`config.mk`:
```
export PLATFORM = sky130hd
export DESIGN_NAME = decode_issue_stage
export DESIGN_NICKNAME = d
export VERILOG_FILES = /design/src/rtl/decode_issue_stage_pkg.sv /design/src/rtl/decode_issue_stage_regfile.sv /design/src/rtl/decode_issue_stage.sv
export SDC_FILE = /design/constraint.sdc
export NUM_CORES = 2
export LEC_CHECK = 0
export CORE_ASPECT_RATIO = 1.4
export CORE_MARGIN = 2
export CORE_UTILIZATION = 50
export DETAILED_ROUTE_END_ITERATION = 8
export HOLD_SLACK_MARGIN = 0.12
export PLACE_DENSITY = 0.65
export REMOVE_ABC_BUFFERS = 1
export SLEW_MARGIN = 20
export SYNTH_ARGS = -nofsm -noshare
export SYNTH_HDL_FRONTEND = slang
export SYNTH_SLANG_ARGS = --single-unit
export TNS_END_PERCENT = 100
```
`constraint.sdc`:
```
create_clock -name clk -period 11.4 [get_ports clk]
set_input_delay 2.28 -clock clk [delete_from_list [all_inputs] [get_ports clk]]
set_output_delay 2.28 -clock clk [all_outputs]
set_load 0.005 [all_outputs]
```
`src/rtl/decode_issue_stage_pkg.sv`:
```
// Shared definitions for the decode/issue stage: parameter defaults, RV64
// major-opcode constants, the immediate-format enum and the opcode
// classification helper used by the stage.
package decode_issue_stage_pkg;

  localparam int DEFAULT_XLEN               = 64;
  localparam int DEFAULT_INSTRUCTION_LENGTH = 32;
  localparam int DEFAULT_NUM_REGS           = 32;
  localparam int DEFAULT_REGISTER_SIZE      = $clog2(DEFAULT_NUM_REGS);
  localparam int DEFAULT_STALL_CNT_W        = 32;

  localparam logic [6:0] OPC_LOAD   = 7'b0000011;
  localparam logic [6:0] OPC_OP_IMM = 7'b0010011;
  localparam logic [6:0] OPC_AUIPC  = 7'b0010111;
  localparam logic [6:0] OPC_OP_IMM_32 = 7'b0011011;
  localparam logic [6:0] OPC_STORE  = 7'b0100011;
  localparam logic [6:0] OPC_OP     = 7'b0110011;
  localparam logic [6:0] OPC_LUI    = 7'b0110111;
  localparam logic [6:0] OPC_OP_32  = 7'b0111011;
  localparam logic [6:0] OPC_BRANCH = 7'b1100011;
  localparam logic [6:0] OPC_JALR   = 7'b1100111;
  localparam logic [6:0] OPC_JAL    = 7'b1101111;

  // IMM_R doubles as "no immediate" (R-type and unknown opcodes)
  typedef enum logic [2:0] {
    IMM_R,
    IMM_I,
    IMM_S,
    IMM_B,
    IMM_U,
    IMM_J
  } imm_fmt_e;

  typedef struct packed {
    imm_fmt_e fmt;
    logic     uses_rs1;
    logic     uses_rs2;
    logic     writes_rd;
  } op_info_t;

  function automatic op_info_t decode_opcode(input logic [6:0] opc);
    op_info_t info;
    info.fmt       = IMM_R;
    info.uses_rs1  = 1'b0;
    info.uses_rs2  = 1'b0;
    info.writes_rd = 1'b0;
    case (opc)
      OPC_OP, OPC_OP_32: begin
        info.uses_rs1 = 1'b1; info.uses_rs2 = 1'b1; info.writes_rd = 1'b1;
      end
      OPC_OP_IMM, OPC_OP_IMM_32, OPC_LOAD, OPC_JALR: begin
        info.fmt = IMM_I; info.uses_rs1 = 1'b1; info.writes_rd = 1'b1;
      end
      OPC_STORE: begin
        info.fmt = IMM_S; info.uses_rs1 = 1'b1; info.uses_rs2 = 1'b1;
      end
      OPC_BRANCH: begin
        info.fmt = IMM_B; info.uses_rs1 = 1'b1; info.uses_rs2 = 1'b1;
      end
      OPC_LUI, OPC_AUIPC: begin
        info.fmt = IMM_U; info.writes_rd = 1'b1;
      end
      OPC_JAL: begin
        info.fmt = IMM_J; info.writes_rd = 1'b1;
      end
      default: ;
    endcase
    return info;
  endfunction

endpackage

```
`src/rtl/decode_issue_stage_regfile.sv`:
```
// Architectural register file: NUM_REGS x XLEN, two asynchronous read ports,
// one synchronous write port. Register 0 always reads zero and ignores
// writes. Contents are not reset.
//   clk                 - write clock
//   rs1_addr / rs1_data - read port 1
//   rs2_addr / rs2_data - read port 2
//   we / waddr / wdata  - write port
module decode_issue_stage_regfile
  import decode_issue_stage_pkg::*;
#(
  parameter int XLEN          = DEFAULT_XLEN,
  parameter int NUM_REGS      = DEFAULT_NUM_REGS,
  parameter int REGISTER_SIZE = DEFAULT_REGISTER_SIZE
) (
  input  logic                     clk,
  input  logic [REGISTER_SIZE-1:0] rs1_addr,
  output logic [XLEN-1:0]          rs1_data,
  input  logic [REGISTER_SIZE-1:0] rs2_addr,
  output logic [XLEN-1:0]          rs2_data,
  input  logic                     we,
  input  logic [REGISTER_SIZE-1:0] waddr,
  input  logic [XLEN-1:0]          wdata
);

  logic [XLEN-1:0] regs [NUM_REGS];

  always_ff @(posedge clk) begin
    if (we && (waddr != '0)) begin
      regs[waddr] <= wdata;
    end
  end

  assign rs1_data = (rs1_addr == '0) ? '0 : regs[rs1_addr];
  assign rs2_data = (rs2_addr == '0) ? '0 : regs[rs2_addr];

endmodule

```
`src/rtl/decode_issue_stage.sv`:
```
// Decode/issue stage: decodes the fetched instruction, reads operands (with
// writeback forwarding), checks a per-register busy scoreboard plus the
// in-flight output slot for hazards, and presents a one-entry registered
// issue slot to execute.
//   clk, rst                   - clock, synchronous active-high reset
//   in_valid/in_ready          - fetch handshake; in_instr, in_pc
//   out_valid/out_ready        - execute handshake; out_instr, out_pc,
//                                out_rs1_data, out_rs2_data, out_imm,
//                                out_rd, out_rd_we
//   wb_enable/wb_addr/wb_data  - writeback: writes file, clears busy bit
//   flush                      - kills the output slot
//   stall_cycles               - saturating count of hazard stall cycles
module decode_issue_stage
  import decode_issue_stage_pkg::*;
#(
  parameter int XLEN               = DEFAULT_XLEN,
  parameter int INSTRUCTION_LENGTH = DEFAULT_INSTRUCTION_LENGTH,
  parameter int NUM_REGS           = DEFAULT_NUM_REGS,
  parameter int STALL_CNT_W        = DEFAULT_STALL_CNT_W,
  localparam int REGISTER_SIZE     = $clog2(NUM_REGS)
) (
  input  logic                          clk,
  input  logic                          rst,
  input  logic                          in_valid,
  output logic                          in_ready,
  input  logic [INSTRUCTION_LENGTH-1:0] in_instr,
  input  logic [XLEN-1:0]               in_pc,
  output logic                          out_valid,
  input  logic                          out_ready,
  output logic [INSTRUCTION_LENGTH-1:0] out_instr,
  output logic [XLEN-1:0]               out_pc,
  output logic [XLEN-1:0]               out_rs1_data,
  output logic [XLEN-1:0]               out_rs2_data,
  output logic [XLEN-1:0]               out_imm,
  output logic [REGISTER_SIZE-1:0]      out_rd,
  output logic                          out_rd_we,
  input  logic                          wb_enable,
  input  logic [REGISTER_SIZE-1:0]      wb_addr,
  input  logic [XLEN-1:0]               wb_data,
  input  logic                          flush,
  output logic [STALL_CNT_W-1:0]        stall_cycles
);

  op_info_t                 info;
  logic [REGISTER_SIZE-1:0] rs1, rs2, rd;
  logic                     rd_we;
  logic [XLEN-1:0]          imm;
  logic [XLEN-1:0]          rf_rs1, rf_rs2, rs1_val, rs2_val;
  logic                     wb_hit_rs1, wb_hit_rs2, wb_hit_rd;
  logic                     slot_we;
  logic                     rs1_haz, rs2_haz, rd_haz, hazard;
  logic                     accept, out_fire;
  logic [NUM_REGS-1:0]      busy, busy_next;

  logic signed [11:0] imm_i, imm_s;
  logic signed [12:0] imm_b;
  logic signed [31:0] imm_u;
  logic signed [20:0] imm_j;

  assign info  = decode_opcode(in_instr[6:0]);
  assign rd    = in_instr[7 +: REGISTER_SIZE];
  assign rs1   = in_instr[15 +: REGISTER_SIZE];
  assign rs2   = in_instr[20 +: REGISTER_SIZE];
  assign rd_we = info.writes_rd && (rd != '0);

  always_comb begin
    imm_i = in_instr[31:20];
    imm_s = {in_instr[31:25], in_instr[11:7]};
    imm_b = {in_instr[31], in_instr[7], in_instr[30:25], in_instr[11:8], 1'b0};
    imm_u = {in_instr[31:12], 12'b0};
    imm_j = {in_instr[31], in_instr[19:12], in_instr[20], in_instr[30:21], 1'b0};
    case (info.fmt)
      IMM_I:   imm = XLEN'(imm_i);
      IMM_S:   imm = XLEN'(imm_s);
      IMM_B:   imm = XLEN'(imm_b);
      IMM_U:   imm = XLEN'(imm_u);
      IMM_J:   imm = XLEN'(imm_j);
      default: imm = '0;
    endcase
  end

  decode_issue_stage_regfile #(
    .XLEN          (XLEN),
    .NUM_REGS      (NUM_REGS),
    .REGISTER_SIZE (REGISTER_SIZE)
  ) regFile (
    .clk      (clk),
    .rs1_addr (rs1),
    .rs1_data (rf_rs1),
    .rs2_addr (rs2),
    .rs2_data (rf_rs2),
    .we       (wb_enable),
    .waddr    (wb_addr),
    .wdata    (wb_data)
  );

  assign wb_hit_rs1 = wb_enable && (wb_addr == rs1);
  assign wb_hit_rs2 = wb_enable && (wb_addr == rs2);
  assign wb_hit_rd  = wb_enable && (wb_addr == rd);

  // The file read does not see this cycle's write, so forward it here
  assign rs1_val = (wb_hit_rs1 && (rs1 != '0)) ? wb_data : rf_rs1;
  assign rs2_val = (wb_hit_rs2 && (rs2 != '0)) ? wb_data : rf_rs2;

  // The slot's destination is not in the scoreboard until it hands off, and
  // a concurrent writeback is always older than it, so no bypass applies.
  assign slot_we = out_valid && out_rd_we;
  assign rs1_haz = info.uses_rs1 &&
                   ((busy[rs1] && !wb_hit_rs1) || (slot_we && (out_rd == rs1)));
  assign rs2_haz = info.uses_rs2 &&
                   ((busy[rs2] && !wb_hit_rs2) || (slot_we && (out_rd == rs2)));
  assign rd_haz  = rd_we &&
                   ((busy[rd] && !wb_hit_rd) || (slot_we && (out_rd == rd)));
  assign hazard  = in_valid && (rs1_haz || rs2_haz || rd_haz);

  assign in_ready = !rst && !hazard && (!out_valid || out_ready) && !flush;
  assign accept   = in_valid && in_ready;
  assign out_fire = out_valid && out_ready && !flush;

  always_ff @(posedge clk) begin
    if (rst) begin
      out_valid    <= 1'b0;
      out_instr    <= '0;
      out_pc       <= '0;
      out_rs1_data <= '0;
      out_rs2_data <= '0;
      out_imm      <= '0;
      out_rd       <= '0;
      out_rd_we    <= 1'b0;
    end else begin
      if (flush) begin
        out_valid <= 1'b0;
      end else if (accept) begin
        out_valid <= 1'b1;
      end else if (out_ready) begin
        out_valid <= 1'b0;
      end
      if (accept) begin
        out_instr    <= in_instr;
        out_pc       <= in_pc;
        out_rs1_data <= info.uses_rs1 ? rs1_val : '0;
        out_rs2_data <= info.uses_rs2 ? rs2_val : '0;
        out_imm      <= imm;
        out_rd       <= rd_we ? rd : '0;
        out_rd_we    <= rd_we;
      end
    end
  end

  // Set is applied after clear so a same-cycle issue of the register wins
  always_comb begin
    busy_next = busy;
    if (wb_enable) begin
      busy_next[wb_addr] = 1'b0;
    end
    if (out_fire && out_rd_we) begin
      busy_next[out_rd] = 1'b1;
    end
    busy_next[0] = 1'b0;
  end

  always_ff @(posedge clk) begin
    if (rst) begin
      busy <= '0;
    end else begin
      busy <= busy_next;
    end
  end

  always_ff @(posedge clk) begin
    if (rst) begin
      stall_cycles <= '0;
    end else if (hazard && !flush && (stall_cycles != '1)) begin
      stall_cycles <= stall_cycles + 1'b1;
    end
  end

endmodule

```
; After elaboration in Yosys (flattened, before gate mapping)
; Memories as Yosys holds them, arrays and structs flattened.
; Cells that the tools add are included.
[op_classes]
bitwise = 3
eq_ne = 23
reduce_logical = 55
add_sub_neg = 1
mux = 28
n_lt_le_gt_ge = 7
[ops]
columns = cell, n
row1 = 64-bit two-way mux, 6
row2 = 64-bit one-hot mux with 5 select lines, 1
row3 = 32-bit two-way mux, 2
row4 = 32-bit by 1-bit adder with 32-bit output (second input constant), 1
row5 = 32-bit bitwise AND, 1
row6 = 32-bit != test (second input constant), 1
row7 = 32-bit inverter, 1
row8 = 32-bit bitwise OR, 1
row9 = 5-bit equality test, 6
row10 = 5-bit by 6-bit < comparator with 1-bit output (second input constant), 5
row11 = 1-bit logical AND, 29
row12 = 7-bit by 6-bit equality test with 1-bit output (second input constant), 4
row13 = 7-bit by 5-bit equality test with 1-bit output (second input constant), 3
row14 = 7-bit equality test (second input constant), 3
row15 = 5-bit nonzero test, 4
row16 = 1-bit binary-select mux with 5-bit select, 3
row17 = 3-bit one-hot mux with 5 select lines, 1
row18 = 1-bit two-way mux, 12
row19 = 1-bit demux with 5-bit select, 2
row20 = 5-bit by 1-bit >= comparator with 1-bit output (second input constant), 2
row21 = 5-bit logical NOT, 2
row22 = 9-bit OR reduction, 1
row23 = 4-bit OR reduction, 2
row24 = 8-bit OR reduction, 1
row25 = 9 further kinds, 23
[totals]
out_inout_bits = 328
reg_bits = 359
ramBits = 2048
input_bits = 171
mem_count = 1
elab_cells = 129
[memory_table]
columns = memory, depth, width, rd, rd_clocked_by_memory_dff, write_ports, line
row1 = regFile.regs, 32, 64, 2, 0, 1, decode_issue_stage_regfile.sv:25  ; logic [XLEN-1:0] regs [NUM_REGS];

; Depth between registers and ports, before layout
[depth]
depth_word = 15
depth_mapped = 13
mapped_depth_nobuf = 8

; Modules after synthesis
; A second synthesis with hierarchy kept.
[hier_totals]
hier_cells = 6329
hier_area_um2 = 109652.7
[by_module_without_submodules]
columns = mod, n_inst, cells_per_inst, seq_area_each_um2, area_per_inst_um2
row1 = decode_issue_stage_regfile, 1, 4565, 61499.0, 93922.6
row2 = decode_issue_stage, 1, 1764, 6526.3, 15730.1

; Worst setup path after synthesis
; Ideal clock, no wire load.
[synth_timing]
path_type = input port to output port
start = in in_instr[8]
end = out in_ready
setup_slack_ps = 4864
required_ps = 9120
arrival_time_ps = 4256
n_path_buf = 1
stages = 8
path_cell_list = buf_4 > mux4_2 > mux2_2 > o32ai_1 > o31ai_1 > a221o_1 > o21ai_0 > nor4b_1
[synth_via]
elab_chain_cells = 12
word_cells_on_any_way = 18
cone_classes = 2 x eq/ne / 2 x mux / 14 x reduce/logical
[synth_lines]
columns = element, line
row1 = start: declaration, decode_issue_stage.sv:26  ; input logic [INSTRUCTION_LENGTH-1:0] in_instr,
row2 = "parallel branches: the longest is 5 deep, another holds 1-bit binary-select mux with 5-bit select", --
row3 = 1-bit logical AND *, decode_issue_stage.sv:112  ; assign rd_haz = rd_we &&
row4 = 1-bit logical OR *, decode_issue_stage.sv:114  ; assign hazard = in_valid && (rs1_haz || rs2_haz || rd_haz);
row5 = 1-bit logical AND *, decode_issue_stage.sv:114
row6 = 1-bit logical NOT *, decode_issue_stage.sv:116  ; assign in_ready = !rst && !hazard && (!out_valid || out_ready) && !flush;
row7 = 1-bit logical AND * (3 in series), decode_issue_stage.sv:116
row8 = end: declaration, decode_issue_stage.sv:25  ; output logic in_ready,
; Mark *: on every way between the ends. The select of a mux whose other input is x is not followed.

; Final worst setup path
; Same ends and word-level chain as after synthesis.

==> flow_metrics.env <==
export IMPL_fin_skew_ps=63.54
export IMPL_area_delta_synth_final_pct=14.88
export IMPL_comb_power_share_pct=8.3
export IMPL_die_width_um=396.3
export IMPL_tns_ps=0
export IMPL_io_buffers=498
export IMPL_rr_endpoint="out_rs1_data[18]"
export IMPL_drive_gt1_share_pct=31.40
export IMPL_clk_latency_ps=900
export IMPL_grt_antenna_before_repair=24
export IMPL_grt_pass1_vias=62350
export IMPL_path_clk_slew_ps=60
export IMPL_path_buf_inv=3
export IMPL_synthFlopType="edfxtp_1"
export IMPL_drv_slew=0
export IMPL_relSlewSlack_pct=22.14
export IMPL_endpoint_kind="output pin"
export IMPL_nNetsFinal=6092
export IMPL_power_leakage_nw=38.83
export IMPL_cts_sinks=2374
export IMPL_cp_depth=10
export IMPL_p_per_area_nw_per_um2=153.5
export IMPL_totalWireLength_mm=323.3
export IMPL_place_detailed_hpwl_mm=174.8
export IMPL_ys_ff_latch=2374
export IMPL_path_max_fanout=19
export IMPL_post_synth_num_cell_types=64
export IMPL_syn_inst=5452
export IMPL_drcViolationCount=0
export IMPL_final_area_um2=123800
export IMPL_htree_levels=4
export IMPL_clockPowerShare_pct=41.2
export IMPL_irDropWorstVdd_v=0.0001428
export IMPL_crit_path_top_delay_cell="nor4b_1"
export IMPL_synth_edf_count=2048
export IMPL_p_sw_mw=4.254
export IMPL_first_iter_violations=6517
export IMPL_cts_buffers=231
export IMPL_final_antenna_net_count=0
export IMPL_synth_seq_area_share_pct=63.15
export IMPL_min_period_ps=8530
export IMPL_outcome="completed"
export IMPL_synth_area_um2=107700
export IMPL_startpoint_type="input pin"
export IMPL_fmax_ghz=0.1172
export IMPL_path_common_cell="clkdlybuf4s50_1"
export IMPL_core_area_um2=214300
export IMPL_num_rows=201
export IMPL_crit_path_end="in_ready"
export IMPL_r2r_start="busy[15]"
export IMPL_cts_path_max_buffers=4
export IMPL_avgSynthCellArea_um2=19.76
export IMPL_maxCapViolCount=0
export IMPL_ctsHoldBuffers=0
export IMPL_placed_cell_area_um2=116300
export IMPL_cts_tree="yes"
export IMPL_worst_r2r_cell_count=10
export IMPL_rsz0062_at_grt="no"
export IMPL_cts_root_buffer="clkbuf_16"
export IMPL_viasPerCell=6.798
export IMPL_first_pass_iters=6
export IMPL_vias=60920
export IMPL_worstPathCellList="clkdlybuf4s50_1 > buf_4 > mux4_2 > mux2_2 > o32ai_1 > o31ai_1 > a221o_1 > o21ai_0 > nor4b_1 > clkdlybuf4s50_1"
export IMPL_hold_path_class="flip-flop to flip-flop"
export IMPL_p_sw_share_pct=22.39
export IMPL_finalSetupViolCount=0
export IMPL_postCtsSetupBuffers=0
export IMPL_synth_warnings=0
export IMPL_track_usage_pct=29.34
export IMPL_fp_dieArea_um2=219200
export IMPL_worstMarginPinSlew_ps=1159
export IMPL_r2r_slack_ps=6620
export IMPL_grt_max_degree=150
export IMPL_hold_ws_ps=459.6
export IMPL_post_route_period_util_pct=74.82
export IMPL_pwr_share_seq_pct=50.6
export IMPL_crit_start="in_instr[8]"
export IMPL_worst_setup_path_type="input pin to output pin"
export IMPL_cp_top_family="buffers and inverters"
export IMPL_die_y_um=553.2
export IMPL_io_pins=499
export IMPL_grt_pass1_wl_mm=458.6
export IMPL_fin_util_pct=57.76
export IMPL_wl_per_cell_um=36.08
export IMPL_critical_path_required_ps=9120
export IMPL_gp_congestion=0.8206
export IMPL_finalHoldViolCount=0
export IMPL_crit_arrival_ps=6250
export IMPL_synthArstFlopShare_pct=0
export IMPL_grt_ovfl_total=0
export IMPL_ctsResizeCount=0
export IMPL_start_util_pct=50.27
export IMPL_p_int_mw=14.75
export IMPL_critPathMaxStageDelay_ps=720
-- worst min path at each step --
stage / startpoint / endpoint / slack (ps) / cells after the start
final: out_rs2_data[46] / out_rs2_data[46] / 460 / 1
after global routing: out_rs2_data[46] / out_rs2_data[46] / 470 / 1
after CTS: out_rs1_data[20] / out_rs1_data[20] / 470 / 1
after detailed placement: out_rs2_data[46] / out_rs2_data[46] / 450 / 1
after global placement: out_rs2_data[14] / out_rs2_data[14] / 450 / 1
after floorplan: out_rs1_data[0] / out_rs1_data[0] / 460 / 1
-- cells by family after synthesis --
group           Yosys count  synth area share (%)
flops                  2374                 63.15
mux                    1562                 29.57
simple gates            547                 2.284
buf+inv                 492                 1.975
compound gates          445                 2.767
xor+xnor                 30                0.2439
fa+ha+maj                 1               0.01161
other cells               1              0.003481
-- layer usage --
layer	share of wire, %	global-route usage (%)
met5	0.036	0
met4	3.0	8.389
met3	8.2	4.652
met2	51	49.86
met1	38	39.39
-- power groups by stage --
stage | Sequential [mW] | Combinational, mW | Clock (mW)
after floorplan | 9.78 | 0.825 | 0
after global placement | 9.79 | 1.57 | 0
after detailed placement | 9.80 | 1.58 | 0
after CTS | 9.62 | 1.59 | 7.94
after global routing | 9.62 | 1.66 | 8.24
final | 9.61 | 1.57 | 7.82
-- final cells by class --
class	count	area (um^2)
fill	15970	90520
sequential	2374	68030
multi-input combinational	2649	38120
timing repair buffer	649	6372
clock buffer	295	6275
tap	2842	3556
clock inverter	130	1329
inverter	15	61.31
antenna	7	17.52
-- placed cells by master (no fill, tap or decap), drive strengths merged, types with 3 or more instances in the layout --
cell and instances:
or3 8, nand2b 10, nor2b 20, mux4 1294
and3 13, a311oi 10, nand3 27, mux2i 249
clkinv 86, buf 203, a211oi 20, o2bb2ai 128
clkbuf 295, nand2 69, diode 7, a21oi 203
bufinv 26, o21ba 3, and2 4, edfxtp 2048
mux2 19, inv 18, conb 64, or4 14
clkdlybuf4s50 446, o31ai 15, nand3b 7, a32oi 4
nor3 22, dfxtp 326, nand4 7, clkinvlp 15
o21ai 42, xor2 13, nor3b 5, nor2 313
nor4 17, xnor2 17
-- state kept, by name (all words and copies together) (netlist names) --
signal        cells
busy             31
out_imm          32
out_instr        32
out_pc           64
out_rd            5
out_rd_we         1
out_rs1_data     64
out_rs2_data     64
out_valid         1
regFile.regs   2048
stall_cycles     32
-- metrics by stage --
step,std cells,worst slack [ps],power [mW]
2_1_floorplan,5038,-40410,10.61
3_3_place_gp,8518,2891,11.36
3_5_place_dp,8529,2882,11.39
4_1_cts,8954,2861,19.14
5_1_grt,8956,2732,19.52
6_report,8961,2870,19.00
-- cells in the mapped netlist, drive strengths merged (17+ instances only) --
library cell / instances / share of area (%)
a211oi: 20 / 0.18
nor2: 313 / 1.1
nor4: 17 / 0.099
xnor2: 17 / 0.14
nand3: 27 / 0.13
nand2: 69 / 0.24
mux4: 1294 / 27
edfxtp: 2048 / 57
nor3: 22 / 0.10
mux2: 19 / 0.20
mux2i: 249 / 2.3
nor2b: 20 / 0.12
dfxtp: 326 / 6.1
clkbuf: 265 / 0.92
a21oi: 203 / 0.95
o21ai: 42 / 0.20
buf: 212 / 1.0
o2bb2ai: 128 / 1.0
-- worst register-to-register path, cell delays in order, from the launching register on --
cell and delay [ps]:
dfxtp_1 350, mux4_2 470, mux2_2 310, o32ai_1 270, o31ai_1 100, a221o_1 420, nor4_2 390, buf_12 530
nand2_4 790, buf_4 640, o2bb2ai_1 430
Power figures use the tool's default switching activity.
